**src/rtl/fuzzifier_pkg.sv**
```systemverilog
// Shared types for the fuzzifier: membership word, FSM states, slope regions
// and the unity-membership constant helper.
package fuzzifier_pkg;

  localparam int MU_W_DEF = 16;

  typedef logic [MU_W_DEF-1:0] mu_t;

  typedef enum logic [1:0] {IDLE, CLASSIFY, DIVIDE, DONE} state_t;

  typedef enum logic [1:0] {FLAT0, FLAT1, RISE, FALL} region_t;

  function automatic logic [31:0] mu_one(input int mu_w);
    return 32'd1 << (mu_w - 1);
  endfunction

endpackage

```
**src/rtl/fuzz_slope_div.sv**
```systemverilog
// Serial restoring fractional divider: quo = floor(num * 2^(MU_W-1) / den), needs num < den.
// Latency MU_W-1 cycles after start; done and quo are valid during the final iteration cycle.
// No backpressure; a new start simply reloads the datapath.
module fuzz_slope_div #(
  parameter int X_W  = 8,
  parameter int MU_W = 16
) (
  input  logic            clk,
  input  logic            rst_n,
  input  logic            start,
  input  logic [X_W:0]    num,
  input  logic [X_W:0]    den,
  output logic            done,
  output logic [MU_W-1:0] quo
);

  localparam int CNT_W = $clog2(MU_W);
  localparam int RW    = X_W + 1;

  logic [X_W:0]      rem;
  logic [X_W:0]      dn;
  logic [MU_W-2:0]   q;
  logic [CNT_W-1:0]  cnt;
  logic              run;

  logic [X_W+1:0]    rem_sh;
  logic              ge;
  logic [X_W:0]      rem_nx;
  logic [MU_W-1:0]   q_nx;

  // rem stays below den, so the shifted remainder always fits one extra bit
  always_comb begin
    rem_sh = {rem, 1'b0};
    ge     = (rem_sh >= {1'b0, dn});
    rem_nx = ge ? RW'(rem_sh - {1'b0, dn}) : rem_sh[X_W:0];
    q_nx   = {q, ge};
  end

  assign done = run && (cnt == CNT_W'(1));
  assign quo  = q_nx;

  always_ff @(posedge clk or negedge rst_n) begin
    if (!rst_n) begin
      rem <= '0;
      dn  <= '0;
      q   <= '0;
      cnt <= '0;
      run <= 1'b0;
    end else if (start) begin
      rem <= num;
      dn  <= den;
      q   <= '0;
      cnt <= CNT_W'(MU_W - 1);
      run <= 1'b1;
    end else if (run) begin
      rem <= rem_nx;
      q   <= q_nx[MU_W-2:0];
      cnt <= cnt - CNT_W'(1);
      if (cnt == CNT_W'(1)) run <= 1'b0;
    end
  end

endmodule

```
**src/rtl/fuzzifier_seq.sv**
```systemverilog
// Time-multiplexed trapezoidal fuzzifier; latency NUM_SETS+1 (all flat) to NUM_SETS*MU_W+1 (all slopes).
// in_ready only in IDLE; result held in DONE until out_ready. Optional FUZZ_CFG_CHECK_EN adds cfg_err.
module fuzzifier_seq
  import fuzzifier_pkg::*;
#(
  parameter int NUM_SETS = 5,
  parameter int X_W      = 8,
  parameter int MU_W     = 16,
  localparam int IDX_W   = (NUM_SETS > 1) ? $clog2(NUM_SETS) : 1
) (
  input  logic                     clk,
  input  logic                     rst_n,
  input  logic                     cfg_we,
  input  logic [IDX_W-1:0]         cfg_set,
  input  logic [X_W-1:0]           cfg_a,
  input  logic [X_W-1:0]           cfg_b,
  input  logic [X_W-1:0]           cfg_c,
  input  logic [X_W-1:0]           cfg_d,
  output logic                     cfg_ready,
  input  logic                     in_valid,
  input  logic [X_W-1:0]           in_x,
  output logic                     in_ready,
  output logic                     out_valid,
  input  logic                     out_ready,
  output logic [NUM_SETS*MU_W-1:0] out_mu,
  output logic                     busy
`ifdef FUZZ_CFG_CHECK_EN
  ,
  output logic [NUM_SETS-1:0]      cfg_err
`endif
);

  localparam logic [MU_W-1:0]  MU_ONE = MU_W'(mu_one(MU_W));
  localparam logic [IDX_W-1:0] LAST   = IDX_W'(NUM_SETS - 1);

  state_t             state;
  logic [X_W-1:0]     x_r;
  logic [IDX_W-1:0]   idx;
  logic [X_W-1:0]     bp_a [NUM_SETS];
  logic [X_W-1:0]     bp_b [NUM_SETS];
  logic [X_W-1:0]     bp_c [NUM_SETS];
  logic [X_W-1:0]     bp_d [NUM_SETS];
  logic [MU_W-1:0]    work [NUM_SETS];

  logic signed [X_W:0] xs, sa, sb, sc, sd;
  region_t             region;
  logic [X_W:0]        num, den;
  logic                div_start, div_done, last;
  logic [MU_W-1:0]     div_q;

  assign in_ready  = (state == IDLE);
  assign cfg_ready = (state == IDLE);
  assign busy      = (state == CLASSIFY) || (state == DIVIDE) || ((state == DONE) && !out_valid);
  assign last      = (idx == LAST);

  // Priority order guarantees den > 0 whenever a slope is selected
  always_comb begin
    xs     = {x_r[X_W-1], x_r};
    sa     = {bp_a[idx][X_W-1], bp_a[idx]};
    sb     = {bp_b[idx][X_W-1], bp_b[idx]};
    sc     = {bp_c[idx][X_W-1], bp_c[idx]};
    sd     = {bp_d[idx][X_W-1], bp_d[idx]};
    region = FLAT0;
    num    = '0;
    den    = '0;
    if (xs >= sb && xs <= sc) begin
      region = FLAT1;
    end else if (xs <= sa || xs >= sd) begin
      region = FLAT0;
    end else if (xs < sb) begin
      region = RISE;
      num    = xs - sa;
      den    = sb - sa;
    end else begin
      region = FALL;
      num    = sd - xs;
      den    = sd - sc;
    end
`ifdef FUZZ_CFG_CHECK_EN
    if (cfg_err[idx]) begin
      region = FLAT0;
      num    = '0;
      den    = '0;
    end
`endif
  end

  assign div_start = (state == CLASSIFY) && ((region == RISE) || (region == FALL));

  fuzz_slope_div #(
    .X_W  (X_W),
    .MU_W (MU_W)
  ) u_div (
    .clk   (clk),
    .rst_n (rst_n),
    .start (div_start),
    .num   (num),
    .den   (den),
    .done  (div_done),
    .quo   (div_q)
  );

  always_ff @(posedge clk or negedge rst_n) begin
    if (!rst_n) begin
      state     <= IDLE;
      x_r       <= '0;
      idx       <= '0;
      out_mu    <= '0;
      out_valid <= 1'b0;
      for (int i = 0; i < NUM_SETS; i++) begin
        bp_a[i] <= '0;
        bp_b[i] <= '0;
        bp_c[i] <= '0;
        bp_d[i] <= '0;
        work[i] <= '0;
      end
`ifdef FUZZ_CFG_CHECK_EN
      cfg_err <= '0;
`endif
    end else begin
      if (cfg_we && (state == IDLE) && (cfg_set <= LAST)) begin
        bp_a[cfg_set] <= cfg_a;
        bp_b[cfg_set] <= cfg_b;
        bp_c[cfg_set] <= cfg_c;
        bp_d[cfg_set] <= cfg_d;
`ifdef FUZZ_CFG_CHECK_EN
        cfg_err[cfg_set] <= !(($signed(cfg_a) <= $signed(cfg_b)) &&
                              ($signed(cfg_b) <= $signed(cfg_c)) &&
                              ($signed(cfg_c) <= $signed(cfg_d)));
`endif
      end

      case (state)
        IDLE: begin
          if (in_valid) begin
            x_r   <= in_x;
            idx   <= '0;
            state <= CLASSIFY;
          end
        end
        CLASSIFY: begin
          if (div_start) begin
            state <= DIVIDE;
          end else begin
            work[idx] <= (region == FLAT1) ? MU_ONE : '0;
            idx       <= idx + IDX_W'(1);
            state     <= last ? DONE : CLASSIFY;
          end
        end
        DIVIDE: begin
          if (div_done) begin
            work[idx] <= div_q;
            idx       <= idx + IDX_W'(1);
            state     <= last ? DONE : CLASSIFY;
          end
        end
        DONE: begin
          // First DONE cycle publishes the vector; it then holds until taken
          if (!out_valid) begin
            out_valid <= 1'b1;
            for (int i = 0; i < NUM_SETS; i++) out_mu[i*MU_W +: MU_W] <= work[i];
          end else if (out_ready) begin
            out_valid <= 1'b0;
            state     <= IDLE;
          end
        end
        default: state <= IDLE;
      endcase
    end
  end

endmodule

```
**config.mk**
```make
export PLATFORM = sky130hd
export DESIGN_NAME = fuzzifier_seq
export DESIGN_NICKNAME = d
export VERILOG_FILES = /design/src/rtl/fuzzifier_pkg.sv /design/src/rtl/fuzz_slope_div.sv /design/src/rtl/fuzzifier_seq.sv
export SDC_FILE = /design/constraint.sdc
export NUM_CORES = 1
export LEC_CHECK = 0
export ABC_AREA = 1
export CORE_ASPECT_RATIO = 1.1
export CORE_UTILIZATION = 48
export DETAILED_ROUTE_END_ITERATION = 8
export GPL_ROUTABILITY_DRIVEN = 0
export GPL_TIMING_DRIVEN = 0
export PLACE_DENSITY = 0.67
export SLEW_MARGIN = 0
export SYNTH_ARGS = -nofsm -noshare
export SYNTH_HDL_FRONTEND = slang
export SYNTH_HIERARCHICAL = 1
export SYNTH_SLANG_ARGS = --single-unit
export TNS_END_PERCENT = 10
```
**constraint.sdc**
```tcl
create_clock -name clk -period 4.97 [get_ports clk]
set_input_delay 0.497 -clock clk [delete_from_list [all_inputs] [get_ports clk]]
set_output_delay 0.497 -clock clk [all_outputs]
set_load 0.01 [all_outputs]
```
== Yosys cells after proc, flatten, opt, wreduce, memory -nomap -nowiden ==
Cells that the tools add are included.
Cells by class
  order comparisons: 11
  bitwise operators: 3
  add/subtract/negate cells: 7
  reduce and logical (&&, ||, !) cells: 22
  equality and inequality tests: 13
  muxes and demuxes: 58
Operators by type and width (count)
  $bwmux W40: 4
  $bwmux W80: 2
  $mux W80: 2
  $pmux W80 S2: 1
  $bmux W8 S3: 4
  $mux W9: 9
  $mux W8: 9
  $demux W16 S3: 1
  $sub A8 B8 Y9: 4
  $mux W16: 2
  $mux W15: 2
  $demux W8 S3: 1
  $ge A8 B8 Y1: 2
  $le A8 B8 Y1: 2
  $mux W2: 8
  $ge A10 B9 Y1: 1
  $mux W3: 3
  $pmux W3 S3: 1
  $sub A9 B9 Y9: 1
  $eq A2 B2 Y1 const B: 4
  $ge A4 B4 Y1 const B: 2
  $logic_and A1 B1 Y1: 8
  $lt A4 B1 Y1 const B: 2
  $lt A8 B8 Y1: 1
  other kinds (21): 38
Word-level totals
  input bits: 48
  output and inout bits: 84
  register bits after elaboration: 372
  logic and storage cells: 149

== Longest topological paths before layout ==
Gate-level depths: netlist (run 1).
  word-level depth: 13
  depth in mapped cells: 30
  mapped depth without buffers: 25

== Cells and area by module ==
Netlist (run 1), hierarchy kept.
By module, submodules not included
  fuzzifier_seq: times used 1, seq. area each 8358.0 µm², cells an instance 1741, area an instance 15870.2 µm²
  fuzz_slope_div: times used 1, seq. area each 950.9 µm², cells an instance 259, area an instance 2149.6 µm²

== Worst setup path after synthesis (run 1) ==
Ideal clock, no wire load.
  path type: flip-flop to flip-flop
  start point: register idx[0]
  end point: register u_div.q[10]
  setup time: 0.138 ns
  data required time: 4.832 ns
  period minus slack after synthesis: 3.817 ns
  path slack: 1.153 ns
  buffers on the path: 5
  arrival: 3.679 ns
  cell stages (with the launch flop): 22
  path through: dfrtp_1 buf_2 nor3_2 inv_1 clkbuf_1 o2111ai_1 ha_1 nand2_1 nor2_1 nand2_1 nand3_1 nor2_1 nand2_1 nor2_2 nand3_4 buf_4 buf_6 inv_1 nor2_1 inv_1 clkbuf_1 o22ai_1
On the way
  longest elaborated chain between the ends: 12
  elaborated cells on any way between the ends: 29
  those cells by class: order compare: 5; eq/ne: 2; mux: 16; bitwise: 1; reduce/logical: 5
RTL lines
  start, declared: line fuzzifier_seq.sv:38  | logic [IDX_W-1:0] idx;
  start signal, assigned: line fuzzifier_seq.sv:146  | idx <= idx + IDX_W'(1);
  start signal, assigned: line fuzzifier_seq.sv:153  | idx <= idx + IDX_W'(1);
  $not A3 Y4 (not written as such) (*)
  $bmux W8 S3, on equally long branches: line fuzzifier_seq.sv:60, fuzzifier_seq.sv:59, fuzzifier_seq.sv:62
  $mux W8, on equally long branches (2 in series): line fuzzifier_seq.sv:60, fuzzifier_seq.sv:59, fuzzifier_seq.sv:62
  $lt A8 B8 Y1 (tied with other cells): line fuzzifier_seq.sv:70  | end else if (xs < sb) begin
  $mux W1 / $logic_or A1 B1 Y1 (equally long branches): line fuzzifier_seq.sv:70, fuzzifier_seq.sv:68
  $mux W2: line fuzzifier_seq.sv:68  | end else if (xs <= sa || xs >= sd) begin
  $mux W2 (*): line fuzzifier_seq.sv:66  | if (xs >= sb && xs <= sc) begin
  $eq A2 B2 Y1: line fuzzifier_seq.sv:88  | assign div_start = (state == CLASSIFY) && ((region == RISE) || (region == FALL));
  $logic_or A1 B1 Y1 (*): line fuzzifier_seq.sv:88
  $logic_and A1 B1 Y1 (*): line fuzzifier_seq.sv:88
  named net div_start: line fuzzifier_seq.sv:48  | logic div_start, div_done, last;
  $mux W15 / $reduce_bool A2 Y1 (equally long branches)
  end signal, assigned: line fuzz_slope_div.sv:57  | q <= q_nx[MU_W-2:0];
  end, declared: line fuzz_slope_div.sv:22  | logic [MU_W-2:0] q;
Mark *: on every way through the listed nets, which the timed path passes. The rest lies on a longest branch. The select of a mux whose other input is x is not followed.
A chain may end at the register's enable or synchronous reset.

== Worst setup path after layout (run 1) ==
  start point: register idx[2]
  end point: register u_div.q[7]
The elaborated chain is that of the path after synthesis.

==> results.py, run 1 <==
metrics = {
    "finish": {
        "antenna_cells": 0,
        "drive_above_1_share_pct": 9.47,
        "final_util_pct": 58.1,
        "post_layout_nonfiller_instances": 2700,
        "layout.nets": 2295,
        "syn_to_final_growth_pct": 19.3,
        "final_cell_area_um2": 21500,
    },
    "synthesis": {
        "synth_fa_ha_area_share_pct": 5.07,
        "synthSimpleGateAreaFrac_pct": 19.7,
        "ys_ff_latch": 372,
        "yosysUniqueCellTypes": 49,
        "syn_area_per_cell_um2": 9.01,
        "synth_compound_gate_area_share_pct": 10.9,
        "netlist_area_um2": 18000,
        "synth_top_area_cell": "dfrtp_1",
        "syn_inst": 2000,
        "ys_async_sr_fraction_pct": 100,
        "synth_common_cells": "nand2_1, dfrtp_1, inv_1",
        "ys_seq_area_share_pct": 51.7,
        "synth_mux_area_share_pct": 5.00,
        "synth-main-ff-cell": "dfrtp_1",
        "synth.most_common_cell": "nand2_1",
        "yosys.area.top_type_share_pct": 51.7,
        "synth_top_family_by_area": "simple AND/OR/NAND/NOR gates",
        "synthXorXnorAreaFrac_pct": 0.826,
        "synthTopCellsByArea": "dfrtp_1, nand2_1, o21ai_0",
        "synth-warning-count": 6,
        "postSynthNetCount": 2118,
        "synth_edf_count": 0,
    },
    "cts": {
        "numCtsBuffers": 40,
        "worstSkewPairLatency_ns": 0.55,
        "htreeDepth": 2,
        "clkSinkCount": 372,
        "clockBufferDepth": 3,
        "tritoncts": "built",
        "clk_pin_slew_ns": 0.06,
        "clockRootBuffer": "clkbuf_16",
    },
    "detailed_routing": {
        "postRouteAntennaNets": 0,
        "dr.first_iter.drc_count": 1255,
        "drt_pre_antenna_iters": 6,
        "routedWlPerCell_um": 18.4,
        "wirelength_um": 49800,
        "viasPerCell": 5.51,
        "vias": 14900,
        "drc": 0,
    },
    "timing": {
        "maxSlewHeadroom_pct": 18.9,
        "finalHoldViolCount": 0,
        "finalSetupViolations": 0,
        "fin_crit_ns": 4.64,
        "tightestPinTransition_ns": 1.21,
        "post-route-period-util_pct": 93.4,
        "maxSlewViolCount": 0,
        "rsz0062_at_grt": "false",
        "fin_skew_ns": 0.0271,
        "max_freq_mhz": 216,
    },
    "worst_setup_path": {
        "path_class": "reg -> reg",
        "critical_path.max_stage_delay_ns": 0.62,
        "crit_chain": "inv_1, nand3_1, inv_1, clkbuf_2, clkbuf_2, a221oi_2, ha_1, a21o_1, nand2_1, nand3_1, a21oi_1, nor2_2, nand3_4, buf_4, buf_6, inv_1, nor2_1, inv_1, clkbuf_2, o22ai_1",
        "path_buf_inv": 9,
        "critPathLaunchType": "register",
        "cpMaxStageDelayCell": "a221oi_2",
        "required_ns": 5.41,
        "worstSetupEndpointType": "register",
        "crit_arrival_ns": 5.08,
        "cpMostUsedCell": "inv_1",
        "critPathTopFamily": "buffers and inverters",
        "cp_max_fo": 10,
    },
    "floorplan": {
        "core_um2": 37000,
        "die-area_um2": 38300,
        "num_rows": 74,
        "die_h_um": 205,
        "pin_count": 132,
        "start_util_pct": 48.7,
        "die_w_um": 187,
    },
    "global_routing": {
        "grt_usage_pct": 26.4,
        "antenna_found_initial": 0,
        "grt_pass1_wl_um": 79500,
        "grt_max_degree": 124,
        "grt_overflow": 0,
        "grt_pass1_vias": 14700,
    },
    "placed_design": {
        "hpwl_um": 36200,
        "dp.cells": 2628,
        "placed_area_um2": 20000,
        "portBuffers": 131,
    },
    "hold_path": {
        "hp-class": "in -> async",
    },
    "power_and_ir_drop": {
        "power.share.switching_pct": 20.8,
        "p_leak_nw": 10.9,
        "p_total_mw": 6.22,
        "power.density_nw_per_um2": 289,
        "internal_power_mw": 4.93,
        "peakVddDrop_mv": 0.224,
        "clock_power_share_pct": 49.2,
        "seqPwrFrac_pct": 48.7,
        "p_comb_share_pct": 2.1,
        "p_sw_mw": 1.29,
    },
    "run_status": {
        "status": "complete, no violations",
    },
    "job": {
        "maxCapViolations": 0,
    },
}
[path summary, 6_finish.rpt]
check | from | end | slack [ns] | cells past startpoint
setup / recovery | idx[2] | u_div/q[7] | 0.33 | 20
hold / removal | rst_n | out_mu[10] | 0.44 | 2
setup reg to reg | idx[2] | u_div/q[7] | 0.33 | 20
hold reg to reg | work[43] | work[43] | 0.47 | 2
max in group asynchronous | rst_n | bp_d[5] | 3.22 | 4
min in group clk | work[43] | work[43] | 0.47 | 2
[what timing repair did]
| item | CTS | global route |
|---|---|---|
| cloned | 0 | 0 |
| setup endpoints to repair | 35 | 31 |
| resized for setup | 11 | 31 |
| hold buffers | 1 | 0 |
| endpoints found under the hold margin | 38 | 0 |
| setup buffers | 0 | 0 |
[kinds of logic after synthesis]
logic type      Yosys count
fa+ha+maj                70
xor+xnor                 17
mux                      80
simple gates            819
flops                   372
buf+inv                 309
compound gates          333
[worst register-to-register path, stage by stage, from the launching register on]
cell	delay [ns]
dfrtp_1	0.43
inv_1	0.14
nand3_1	0.09
inv_1	0.12
clkbuf_2	0.27
clkbuf_2	0.38
a221oi_2	0.62
ha_1	0.42
a21o_1	0.20
nand2_1	0.06
nand3_1	0.14
a21oi_1	0.19
nor2_2	0.10
nand3_4	0.17
buf_4	0.23
buf_6	0.17
inv_1	0.12
nor2_1	0.19
inv_1	0.12
clkbuf_2	0.21
o22ai_1	0.20
[cell type report]
class	instances	area, µm²
flip-flops and latches	372	9310
clock inverters	12	196
clock buffers	59	1140
repair buffers	135	1410
plain buffers	103	492
well taps	494	618
inverters	206	773
multi-input cells	1319	7560
fillers	3295	15500
[registers in the layout (all words and copies together) (netlist names)]
name and flops:
state 2, out_mu 80, work 80, bp_a 40, bp_d 40, u_div/run 1
u_div/rem 9, u_div/cnt 4, u_div/dn 9, u_div/q 15, out_valid 1, x_r 8
bp_c 40, idx 3, bp_b 40
[stage by stage]
stage / setup TNS, ns / setup slack, ns / hold WS (ns)
finish: 0 / 0.330 / 0.443
CTS: 0 / 0.0203 / 0.451
global placement: -4649.79 / -12.53 / 0.451
detailed placement: -6.81 / -0.402 / 0.397
floorplan: 0 / 1.15 / 0.201
global route: 0 / 0.0515 / 0.464
[cells in the final DEF (no fill, tap or decap), types with 7 or more instances in the layout]
master           Yosys  routed
a21oi_1             43      43
o21ai_0            184     184
nand4_1             96      96
xor2_1              10      10
o211ai_1            18      18
nand3_1             46      46
a22oi_1             21      21
clkbuf_1            81      81
buf_4               10      10
inv_1              205     205
dfrtp_1            372     372
clkbuf_2             0      15
clkdlybuf4s50_1      0     130
o22ai_1             13      13
a221oi_2             0       7
ha_1                65      65
nor3_1              11      10
nor2_1              62      62
nand2_1            570     570
xnor2_1              7       7
o2111ai_1            9       7
clkbuf_16            0      42
a221oi_1            18      10
mux2_2              80      80
[metal layers]
layer / vias to the layer above / part of all wire (%) / track usage, %
met4: 0 / 4.7 / 12.3
met1: 7172 / 42 / 33.9
met5: - / 0 / 0
li1: 7036 / - / -
met2: 523 / 47 / 44.3
met3: 138 / 6.4 / 3.94
[power by group through the flow]
stage	Sequential [mW]	Clock, mW	Combinational, mW
3_3_place_gp	3.09	0	0.121
3_5_place_dp	3.08	0	0.132
4_1_cts	3.03	3.10	0.133
6_report	3.03	3.06	0.129
2_1_floorplan	3.08	0	0.0116
5_1_grt	3.03	3.23	0.146
(Power assumes the default switching activity.)
==> inputs of run 2 (changes only) <==
- CORE_MARGIN: default -> 4
==> run 2 against run 1 <==
  * Clock skew decreased by 0.0060 ns
  * Non-clock buffer count is the same
  * Flip-flop and latch count unchanged
  * Clock power about the same
  * Final area grew 0.33%
  * Critical path type unchanged
==> results.py, run 2 (synthesized netlist as in run 1, its figures left out) <==
metrics = {
    "run_status": {
        "status": "complete, no violations",
    },
    "floorplan": {
        "die_w_um": 193,
        "die-area_um2": 40700,
        "start_util_pct": 48.5,
        "num_rows": 74,
        "core_um2": 37100,
        "pin_count": 132,
        "die_h_um": 211,
    },
    "finish": {
        "top_regs": "out_mu: 80 flops, work: 80 flops",
        "final_cell_area_um2": 21600,
        "layout.nets": 2295,
        "fillers": 3279,
        "antenna_cells": 0,
        "final_cell_mix": "nand2_1, dfrtp_1, inv_1, o21ai_0, clkdlybuf4s50_1",
        "post_layout_nonfiller_instances": 2700,
        "syn_to_final_growth_pct": 19.7,
        "drive_above_1_share_pct": 9.97,
        "final_common_cell": "nand2_1",
        "final_util_pct": 58.1,
    },
    "global_routing": {
        "antenna_found_initial": 0,
        "grt_pass1_vias": 14900,
        "grt_max_degree": 125,
        "grt_pass1_wl_um": 80300,
        "grt_usage_pct": 24.8,
        "grt_overflow": 0,
    },
    "job": {
        "maxCapViolations": 0,
    },
    "timing": {
        "fin_skew_ns": 0.0211,
        "post-route-period-util_pct": 93.2,
        "tns_ns": 0,
        "maxSlewHeadroom_pct": 20.7,
        "maxSlewViolCount": 0,
        "fin_crit_ns": 4.63,
        "tightestPinTransition_ns": 1.18,
        "finalHoldViolCount": 0,
        "finalSetupViolations": 0,
        "max_freq_mhz": 216,
        "rsz0062_at_grt": "false",
        "worst_slack_ns": 0.338,
    },
    "detailed_routing": {
        "dr.first_iter.drc_count": 1263,
        "routedWlPerCell_um": 18.7,
        "drt_pre_antenna_iters": 5,
        "wirelength_um": 50400,
        "viasPerCell": 5.50,
        "postRouteAntennaNets": 0,
        "vias": 14800,
        "drc": 0,
    },
    "placed_design": {
        "dp.cells": 2628,
        "post-place-ws_ns": -0.355,
        "placed_area_um2": 20000,
        "portBuffers": 131,
        "hpwl_um": 37100,
    },
    "cts": {
        "clk_pin_slew_ns": 0.06,
        "postCtsSetupBuffers": 0,
        "numCtsBuffers": 40,
        "clockBufferDepth": 3,
        "worstSkewPairLatency_ns": 0.54,
        "tritoncts": "built",
        "clockRootBuffer": "clkbuf_16",
        "htreeDepth": 2,
        "clkSinkCount": 372,
    },
    "worst_setup_path": {
        "critPathLaunchType": "register",
        "required_ns": 5.37,
        "critPathTopFamily": "buffers and inverters",
        "cpMaxStageDelayCell": "a221oi_2",
        "critical_path.max_stage_delay_ns": 0.65,
        "cp_max_fo": 10,
        "path_buf_inv": 9,
        "crit_arrival_ns": 5.03,
        "crit_chain": "inv_1, nand3_1, inv_1, clkbuf_2, clkbuf_2, a221oi_2, ha_1, nand2_1, a21oi_1, nor2_1, nand2_1, nand2_1, nand3_1, nand2_1, nand3_4, buf_4, buf_6, inv_1, nor2_1, inv_1, clkbuf_2, o22ai_1",
        "path_class": "reg -> reg",
        "worstSetupEndpointType": "register",
    },
    "power_and_ir_drop": {
        "power.density_nw_per_um2": 289,
        "p_leak_nw": 10.9,
        "peakVddDrop_mv": 0.217,
    },
    "hold_path": {
        "hp-class": "in -> async",
    },
}
-- run 2: path summary, 6_finish.rpt --
check	from	end	slack [ns]	cells after the start
hold / removal	rst_n	out_mu[11]	0.44	2
setup reg to reg	idx[2]	u_div/q[9]	0.34	22
setup / recovery	idx[2]	u_div/q[9]	0.34	22
min in group clk	work[3]	work[3]	0.47	2
max in group asynchronous	rst_n	bp_d[3]	3.16	4
hold reg to reg	work[3]	work[3]	0.47	2
-- run 2: where the power goes --
group | internal [mW] | total (mW) | switching, mW
combinational | 0.0424 | 0.128 | 0.0853
clock | 1.85 | 3.08 | 1.23
sequential | 3.03 | 3.03 | 0
-- run 2: repair_timing --
item / CTS / global route
endpoints found under the setup margin: 33 / 36
pin swaps: 0 / 0
hold endpoints to repair: 38 / 0
cloned: 0 / 0
hold buffers: 1 / 0
resized for setup: 13 / 32
-- run 2: metrics by stage --
step | power [mW] | hold WS (ns)
2_1_floorplan | 3.10 | 0.201
3_3_place_gp | 3.21 | 0.451
3_5_place_dp | 3.21 | 0.394
4_1_cts | 6.27 | 0.437
5_1_grt | 6.41 | 0.471
6_report | 6.23 | 0.439
-- run 2: layout make-up --
class / count / area, µm² / area share (%)
clock buffer: 55 / 1160 / 5.37
timing repair buffer: 135 / 1410 / 6.53
inverter: 206 / 773 / 3.58
clock inverter: 16 / 208 / 0.963
sequential: 372 / 9310 / 43.1
multi-input combinational: 1319 / 7610 / 35.3
tap: 494 / 618 / 2.86
buffer: 103 / 490 / 2.27
-- run 2: routing by layer --
layer	routed length [µm]	global-route usage, %
met5	0	0
met4	1780	9.17
met1	21100	32.4
met2	24700	42.3
met3	2860	3.44
==> inputs of run 3 (changes only) <==
==> constraint.sdc (replaced) <==
create_clock -name clk -period 4.97 [get_ports clk]
set_input_delay 0.7455 -clock clk [delete_from_list [all_inputs] [get_ports clk]]
set_output_delay 0.7455 -clock clk [all_outputs]
set_load 0.01 [all_outputs]
==> run 3 against run 2 <==
  * Setup slack worse by 0.021 ns
  * Wire length is 0.11% lower
  * Global-route usage about the same
  * Critical endpoint unchanged
  * Largest cell class unchanged
  * Die area is the same
  * Core utilization is essentially flat
  * Clock power is essentially flat
  * Final cell count about the same
  * Hold slack got worse by 0.35 ns
==> results.py, run 3 (synthesized netlist as in run 1, its figures left out) <==
metrics = {
    "run_status": {
        "status": "complete, no violations",
    },
    "timing": {
        "worst_slack_ns": 0.317,
        "tns_ns": 0,
        "tightestPinTransition_ns": 1.20,
        "fin_crit_ns": 4.65,
        "max_freq_mhz": 215,
        "finalHoldViolCount": 0,
        "fin_skew_ns": 0.0202,
        "maxSlewViolCount": 0,
        "maxSlewHeadroom_pct": 19.4,
        "post-route-period-util_pct": 93.6,
        "rsz0062_at_grt": "false",
        "finalSetupViolations": 0,
    },
    "finish": {
        "final_common_cell": "nand2_1",
        "final_cell_area_um2": 21600,
        "antenna_cells": 0,
        "top_regs": "out_mu: 80 flops, work: 80 flops",
        "fillers": 3280,
        "layout.nets": 2294,
        "syn_to_final_growth_pct": 19.7,
        "final_cell_mix": "nand2_1, dfrtp_1, inv_1, o21ai_0, clkdlybuf4s50_1",
        "drive_above_1_share_pct": 9.98,
    },
    "global_routing": {
        "grt_usage_pct": 24.8,
        "grt_pass1_wl_um": 80300,
        "antenna_found_initial": 0,
        "grt_overflow": 0,
        "grt_pass1_vias": 14900,
        "grt_max_degree": 125,
    },
    "worst_setup_path": {
        "cp_max_fo": 10,
        "crit_arrival_ns": 5.10,
        "worstSetupEndpointType": "register",
        "required_ns": 5.41,
        "critPathLaunchType": "register",
        "path_class": "reg -> reg",
    },
    "detailed_routing": {
        "vias": 14900,
        "postRouteAntennaNets": 0,
        "dr.first_iter.drc_count": 1368,
        "drc": 0,
        "drt_pre_antenna_iters": 6,
        "viasPerCell": 5.51,
        "wirelength_um": 50400,
        "routedWlPerCell_um": 18.7,
    },
    "power_and_ir_drop": {
        "p_leak_nw": 10.9,
        "peakVddDrop_mv": 0.219,
        "power.density_nw_per_um2": 289,
        "p_total_mw": 6.23,
    },
    "cts": {
        "clockBufferDepth": 3,
        "numCtsBuffers": 40,
        "clkSinkCount": 372,
        "worstSkewPairLatency_ns": 0.54,
        "postCtsSetupBuffers": 0,
        "clk_pin_slew_ns": 0.06,
        "htreeDepth": 2,
        "clockRootBuffer": "clkbuf_16",
        "tritoncts": "built",
    },
    "floorplan": {
        "pin_count": 132,
        "num_rows": 74,
        "die_w_um": 193,
        "core_um2": 37100,
        "die-area_um2": 40700,
        "start_util_pct": 48.5,
        "die_h_um": 211,
    },
    "placed_design": {
        "post-place-ws_ns": -0.355,
        "hpwl_um": 37100,
        "portBuffers": 131,
        "placed_area_um2": 20000,
    },
    "job": {
        "maxCapViolations": 0,
    },
    "hold_path": {
        "hp-class": "in -> async",
    },
}
[run 3: cell types whose count changed in the layout (fill, tap and decap cells not counted)]
cell / delta
dlygate4sd3_1: -1
[run 3: power breakdown]
group | switching [mW] | internal, mW
Combinational | 0.0851 | 0.0419
Sequential | 0 | 3.03
Clock | 1.23 | 1.85
[run 3: layout make-up]
cell class | instances | area (µm²) | share of cell area, %
Multi-Input combinational cell | 1319 | 7610 | 35.3
Clock buffer | 55 | 1160 | 5.37
Buffer | 103 | 490 | 2.27
Tap cell | 494 | 618 | 2.87
Timing Repair Buffer | 134 | 1400 | 6.49
Inverter | 206 | 773 | 3.59
Sequential cell | 372 | 9310 | 43.2
Clock inverter | 16 | 208 | 0.963
[run 3: worst paths after layout]
kind	slack [ns]	start	endpoint	cells after the start
worst max-delay path	0.32	idx[2]	u_div/q[9]	21
worst min-delay path	0.09	rst_n	out_mu[11]	1
worst max register to register	0.32	idx[2]	u_div/q[9]	21
worst min register to register	0.47	work[38]	work[38]	2
max in group asynchronous	3.51	rst_n	bp_d[3]	3
min in group clk	0.47	work[38]	work[38]	2
[run 3: repair_timing]
item | 4_1_cts | 5_1_grt
endpoints found under the setup margin | 33 | 36
resized for setup | 13 | 32
hold buffers | 0 | 0
cloned | 0 | 0
pin swaps | 0 | 0
[run 3: worst max-delay path: stages (launching register included)]
cell and delay (ns):
dfrtp_1 0.44, inv_1 0.14, nand3_1 0.09, inv_1 0.11, clkbuf_2 0.27, clkbuf_2 0.41
a221oi_2 0.66, ha_1 0.35, nand2_1 0.08, a21oi_1 0.05, nor2_1 0.12, nand3_1 0.11
nand3_1 0.13, nand2_1 0.16, nand3_4 0.18, buf_4 0.23, buf_6 0.16, inv_1 0.12
nor2_1 0.22, inv_1 0.13, clkbuf_2 0.21, o22ai_1 0.19
[run 3: routing by layer]
metal / routed length [µm] / GRT usage, % / share of wire [%]
met1: 21000 / 32.4 / 42
met2: 24700 / 42.3 / 49
met3: 2880 / 3.44 / 5.7
met4: 1820 / 9.17 / 3.6
met5: 0 / 0 / 0
[run 3: stage by stage]
step	instances	util (%)	hold WS (ns)
after global placement	2625	53.7	0.451
after detailed placement	2628	54.0	0.458
after floorplan	2000	-	0.438
after global routing	2699	58.1	0.106
after CTS	2699	57.8	0.0900
final	2699	58.1	0.0920
